===== src/rtl/ov7670_frame_ctrl.sv =====
// Frame sequencer for the OV7670 capture path: arms on start, aligns to a frame boundary,
// gates capture vsync, checks frame geometry and flips the double-buffer select on good frames.
module ov7670_frame_ctrl #(
    parameter int unsigned X_MAX       = 640,
    parameter int unsigned Y_MAX       = 480,
    parameter int unsigned TIMEOUT_CYC = 2000000
) (
    input  logic        pclk,
    input  logic        rst,
    input  logic        start,
    input  logic        continuous,
    input  logic        abort,
    input  logic        vsync,
    input  logic        href,
    input  logic        pix_we,
    output logic        cap_vsync,
    output logic        buf_sel,
    output logic        busy,
    output logic        frame_done,
    output logic        frame_err,
    output logic [1:0]  err_code,
    output logic [15:0] frame_count,
    output logic [8:0]  last_lines,
    output logic [18:0] last_pixels
);

    typedef enum logic [1:0] {StIdle, StWaitFall, StActive} state_e;

    localparam logic [8:0]  LinesExp  = 9'(Y_MAX);
    localparam logic [18:0] PixelsExp = 19'(X_MAX * Y_MAX);
    // The counter holds cycles already spent, so the TIMEOUT_CYC-th cycle fires the timeout.
    localparam logic [23:0] TmoLast   = 24'(TIMEOUT_CYC - 1);

    localparam logic [1:0] ErrNone  = 2'd0;
    localparam logic [1:0] ErrTmo   = 2'd1;
    localparam logic [1:0] ErrLines = 2'd2;
    localparam logic [1:0] ErrPix   = 2'd3;

    state_e      state_q, state_d;
    logic        vs_q, href_q;
    logic        cont_q, cont_d;
    logic [8:0]  lines_q, lines_d;
    logic [18:0] pixels_q, pixels_d;
    logic [23:0] tmo_q, tmo_d;
    logic        buf_sel_q, buf_sel_d;
    logic        frame_done_q, frame_done_d;
    logic        frame_err_q, frame_err_d;
    logic [1:0]  err_code_q, err_code_d;
    logic [15:0] frame_count_q, frame_count_d;
    logic [8:0]  last_lines_q, last_lines_d;
    logic [18:0] last_pixels_q, last_pixels_d;

    logic        vs_fall, vs_rise, line_start, tmo_hit;
    logic [8:0]  lines_inc;
    logic [18:0] pixels_inc;

    assign vs_fall    = vs_q & ~vsync;
    assign vs_rise    = ~vs_q & vsync;
    assign line_start = ~href_q & href;
    assign tmo_hit    = (tmo_q == TmoLast);

    // Counts include the current cycle so a strobe in the end-of-frame cycle is evaluated.
    assign lines_inc  = (line_start && lines_q != 9'h1FF) ? lines_q + 9'd1 : lines_q;
    assign pixels_inc = (pix_we && pixels_q != 19'h7FFFF) ? pixels_q + 19'd1 : pixels_q;

    always_comb begin
        state_d       = state_q;
        cont_d        = cont_q;
        lines_d       = lines_q;
        pixels_d      = pixels_q;
        tmo_d         = tmo_q;
        buf_sel_d     = buf_sel_q;
        frame_done_d  = 1'b0;
        frame_err_d   = 1'b0;
        err_code_d    = err_code_q;
        frame_count_d = frame_count_q;
        last_lines_d  = last_lines_q;
        last_pixels_d = last_pixels_q;

        if (abort) begin
            state_d = StIdle;
        end else begin
            unique case (state_q)
                StIdle: begin
                    if (start) begin
                        state_d    = StWaitFall;
                        cont_d     = continuous;
                        err_code_d = ErrNone;
                        tmo_d      = '0;
                    end
                end
                StWaitFall: begin
                    if (vs_fall) begin
                        state_d  = StActive;
                        lines_d  = '0;
                        pixels_d = '0;
                        tmo_d    = '0;
                    end else if (tmo_hit) begin
                        state_d     = StIdle;
                        err_code_d  = ErrTmo;
                        frame_err_d = 1'b1;
                    end else begin
                        tmo_d = tmo_q + 24'd1;
                    end
                end
                StActive: begin
                    lines_d  = lines_inc;
                    pixels_d = pixels_inc;
                    tmo_d    = tmo_q + 24'd1;
                    if (vs_rise) begin
                        last_lines_d  = lines_inc;
                        last_pixels_d = pixels_inc;
                        state_d       = cont_q ? StWaitFall : StIdle;
                        if (lines_inc != LinesExp) begin
                            err_code_d  = ErrLines;
                            frame_err_d = 1'b1;
                        end else if (pixels_inc != PixelsExp) begin
                            err_code_d  = ErrPix;
                            frame_err_d = 1'b1;
                        end else begin
                            frame_done_d  = 1'b1;
                            buf_sel_d     = ~buf_sel_q;
                            frame_count_d = frame_count_q + 16'd1;
                        end
                    end else if (tmo_hit) begin
                        state_d     = StIdle;
                        err_code_d  = ErrTmo;
                        frame_err_d = 1'b1;
                    end
                end
                default: state_d = StIdle;
            endcase
        end
    end

    always_ff @(posedge pclk) begin
        if (rst) begin
            state_q       <= StIdle;
            vs_q          <= 1'b1;
            href_q        <= 1'b0;
            cont_q        <= 1'b0;
            lines_q       <= '0;
            pixels_q      <= '0;
            tmo_q         <= '0;
            buf_sel_q     <= 1'b0;
            frame_done_q  <= 1'b0;
            frame_err_q   <= 1'b0;
            err_code_q    <= ErrNone;
            frame_count_q <= '0;
            last_lines_q  <= '0;
            last_pixels_q <= '0;
        end else begin
            state_q       <= state_d;
            vs_q          <= vsync;
            href_q        <= href;
            cont_q        <= cont_d;
            lines_q       <= lines_d;
            pixels_q      <= pixels_d;
            tmo_q         <= tmo_d;
            buf_sel_q     <= buf_sel_d;
            frame_done_q  <= frame_done_d;
            frame_err_q   <= frame_err_d;
            err_code_q    <= err_code_d;
            frame_count_q <= frame_count_d;
            last_lines_q  <= last_lines_d;
            last_pixels_q <= last_pixels_d;
        end
    end

    // Outside ACTIVE the capture block is held in its vsync (reset) state.
    assign cap_vsync   = vsync | (state_q != StActive);
    assign busy        = (state_q != StIdle);
    assign buf_sel     = buf_sel_q;
    assign frame_done  = frame_done_q;
    assign frame_err   = frame_err_q;
    assign err_code    = err_code_q;
    assign frame_count = frame_count_q;
    assign last_lines  = last_lines_q;
    assign last_pixels = last_pixels_q;

endmodule

===== config.mk =====
export PLATFORM = sky130hd
export DESIGN_NAME = ov7670_frame_ctrl
export DESIGN_NICKNAME = d
export VERILOG_FILES = /design/src/rtl/ov7670_frame_ctrl.sv
export SDC_FILE = /design/constraint.sdc
export NUM_CORES = 1
export LEC_CHECK = 0
export ABC_AREA = 1
export BUFFER_PORTS_ARGS = -buffer_cell sky130_fd_sc_hd__buf_4
export CAP_MARGIN = 10
export CORE_MARGIN = 2
export CORE_UTILIZATION = 30
export DETAILED_ROUTE_END_ITERATION = 10
export GPL_ROUTABILITY_DRIVEN = 1
export PLACE_DENSITY_LB_ADDON = 0.12
export SLEW_MARGIN = 5
export SYNTH_ARGS = -nofsm -noshare
export SYNTH_HDL_FRONTEND = slang
export SYNTH_SLANG_ARGS = --single-unit

===== constraint.sdc =====
create_clock -name pclk -period 2.4 [get_ports pclk]
set_input_delay 0.24 -clock pclk [delete_from_list [all_inputs] [get_ports pclk]]
set_output_delay 0.24 -clock pclk [all_outputs]
set_load 0.01 [all_outputs]

==> out/qor.txt <==
Worst-Margin Slew = 0.603 ns
Synth Flop Type = dfxtp_1
largest net degree at the start of global routing = 70
Fin. Hold Viols = 0
# setup viols final = 21
drt pass-1 iters = 4
CTS tree = yes
DPL Wire Length = 12900 µm
max cap viols = 0
final core utilization = 40.8%
Synth top area share = 35.9%
Chip Height = 144 µm
FF-to-FF path depth = 18
final cycle utilization of the critical path = 107%
Worst Hold Class = in2reg
Layout area overhead = 34.0%
Final nets = 1082
Final min period = 2.57 ns
DRT iter0 DRCs = 239
Leak = 0.00341 µW
core area = 19400 µm²
Vias = 6081
antenna violations before repair = 0
worst reg2reg path endpoint = frame_count[6]
drt drc = 0
Seq/Total Area, Yosys = 35.9%
grt peak-use layer = met2
first-pass GRT wire length = 28900 µm
routability cong. = 0.851
Synth cell types = 36
FFs w/ async S/R, synth = 0%
critical path class = reg2reg
total track usage = 17.5%
CP Max Fanout = 15
critical path endpoint = frame_count[6]
dpl cells = 1307
count leader, synth = nand2_1
failing checks = setup timing
die area = 20800 µm²
fmax = 388 MHz
ranking of synthesized cells by area = dfxtp_1 (36%), nand2_1 (15%), inv_1 (8.6%)
syn nets = 940
grt met3 use = 3.44%
Critical path origin = lines_q[0]
met2 usage = 29.1%
r2r setup slk = -0.17 ns
Mapped Area = 5910 µm²
RSZ-0062 raised after global routing = yes
final hold slack = 0.108 ns
cts-stage hold buffer count = 0
H-Tree Depth = 3
top cells by instance count after synthesis = nand2_1 (234), inv_1 (135), nor2_1 (109)
CP endpoint kind = flop
clk root buf = clkbuf_16
DR vias/cell = 4.56
layout cells sized above 1 = 23.9%
Worst Path Arrival = 2.80 ns
maximum vdd ir drop = 0.287 mV
post-synthesis cell count = 923
total power = 3540 µW
Die X-Extent = 144 µm
clock slew at reported path FFs = 0.08 ns
fin. max-slew vios = 0
PnR worst setup slack = -0.174 ns
CTS Buf Count = 9
CTS sink cnt = 106
ANT cells = 0
status = finished with violations
CTS max path bufs = 2
Overflow after GRT = 0
routing usage on met1 = 23.7%
wire length per cell = 13.3 µm
critical path launch point type = flop
clk_lat worst skew = 0.36 ns
vias in the first global route = 5777
cell accounting for the most synthesized area = dfxtp_1
Warnings, synthesis = 0
Post-synth EDFFs = 0
Seq cells post-synth = 106
antenna-violating nets left = 0
I/O Pins = 59
Max-slew headroom = 59.6%
Non-Filler Instances = 1335
IO buf count = 58
final wirelength = 17800 µm
Data required, critical path = 2.62 ns
Site Rows = 51
RR Startpoint = lines_q[0]
initial core utilization = 30.5%
Post-Route Skew = 0.0108 ns
synthesized area per cell = 6.40 µm²
power density over cell area = 447 nW/µm²
[per-stage QoR]
stage	setup WS, ns	instance area, µm²	TNS, ns
6_report	-0.174	7920	-2.51
5_1_grt	-0.415	7920	-7.72
4_1_cts	-0.167	7720	-2.26
3_5_place_dp	-0.310	7300	-4.74
3_3_place_gp	-0.283	7300	-4.30
2_1_floorplan	0.00546	5950	0
[layer usage]
metal | part of all wire, % | wire, µm | up-vias
met1 | 50 | 8860 | 2746
met5 | 0 | 0 | -
li1 | - | - | 3243
met3 | 2.8 | 504 | 12
met2 | 46 | 8220 | 80
met4 | 1.0 | 184 | 0
[kinds of logic (layout without fill, tap and decap cells)]
kind of cell	count (synthesis)	after routing	share of synthesized area, %
buffers and inverters	168	315	11.3
and+or+nand+nor	515	515	38.7
AOI/OAI and AO/OA	116	116	10.8
adders and majority gates	9	9	1.91
DFF	106	106	35.9
xor gates and xnor gates	9	9	1.33
[area by class of cell]
| type | instances | area [µm²] |
|---|---|---|
| Sequential cell | 106 | 2120 |
| Multi-Input combinational cell | 649 | 3330 |
| Timing Repair Buffer | 158 | 1280 |
| Clock inverter | 5 | 60.1 |
| Clock buffer | 11 | 253 |
| Tap cell | 265 | 332 |
| Inverter | 141 | 534 |
| Fill cell | 2119 | 11500 |
[power breakdown]
group | leakage, µW | internal (µW) | total [µW] | switching (µW)
clock network | 0.000152 | 872 | 1590 | 718
logic | 0.00240 | 62.2 | 176 | 114
registers | 0.000856 | 1770 | 1770 | 6.41
[worst min-delay path by stage]
stage / from / to / slack (ns) / cells after the start
4_1_cts: href / href_q / 0.09 / 3
6_report: href / href_q / 0.11 / 3
2_1_floorplan: href / href_q / 0.35 / 2
3_3_place_gp: cont_q / cont_q / 0.45 / 2
3_5_place_dp: cont_q / cont_q / 0.45 / 2
5_1_grt: href / href_q / 0.11 / 3
[flip-flops by register name, indices dropped and copies added, names as in the netlist]
register and flops:
frame_done 1, buf_sel 1, lines_q 9, pixels_q 19, href_q 1, frame_err 1, state_q 2, last_pixels 19
last_lines 9, cont_q 1, tmo_q 24, vs_q 1, frame_count 16, err_code 2
[worst max-delay path, cell delays in order (launching register included)]
cell,delay (ns)
dfxtp_2,0.34
ha_4,0.16
nand3_4,0.09
nor4_4,0.04
ha_2,0.19
inv_2,0.06
nand3_4,0.13
nor2_4,0.20
xor2_2,0.17
nand2_1,0.10
nor2_1,0.12
nand2_1,0.11
nor2_2,0.14
nand3_2,0.10
nor2_4,0.12
buf_12,0.15
nand4_1,0.08
nand2_1,0.09
nor2_1,0.04
[timing repair]
action                     in CTS  in global routing
setup buffers                   4                  8
setup endpoints to repair      21                 39
resized for setup              20                 27
pin swaps                      11                 14
cloned                          0                  1
[cells in the final DEF, fill, tap and decap left out, drive strengths merged, types with 5 or more instances in the layout]
master,netlist,routed
a21oi,54,54
buf,9,157
clkbuf,18,12
dfxtp,106,106
ha,9,9
inv,141,142
nand2,253,253
nand3,75,75
nand3b,5,5
nand4,31,31
nor2,122,122
nor3,21,21
nor4,5,5
o211ai,14,14
o21ai,40,40
xor2,9,9
No activity file was read; power rests on OpenSTA's default activity.
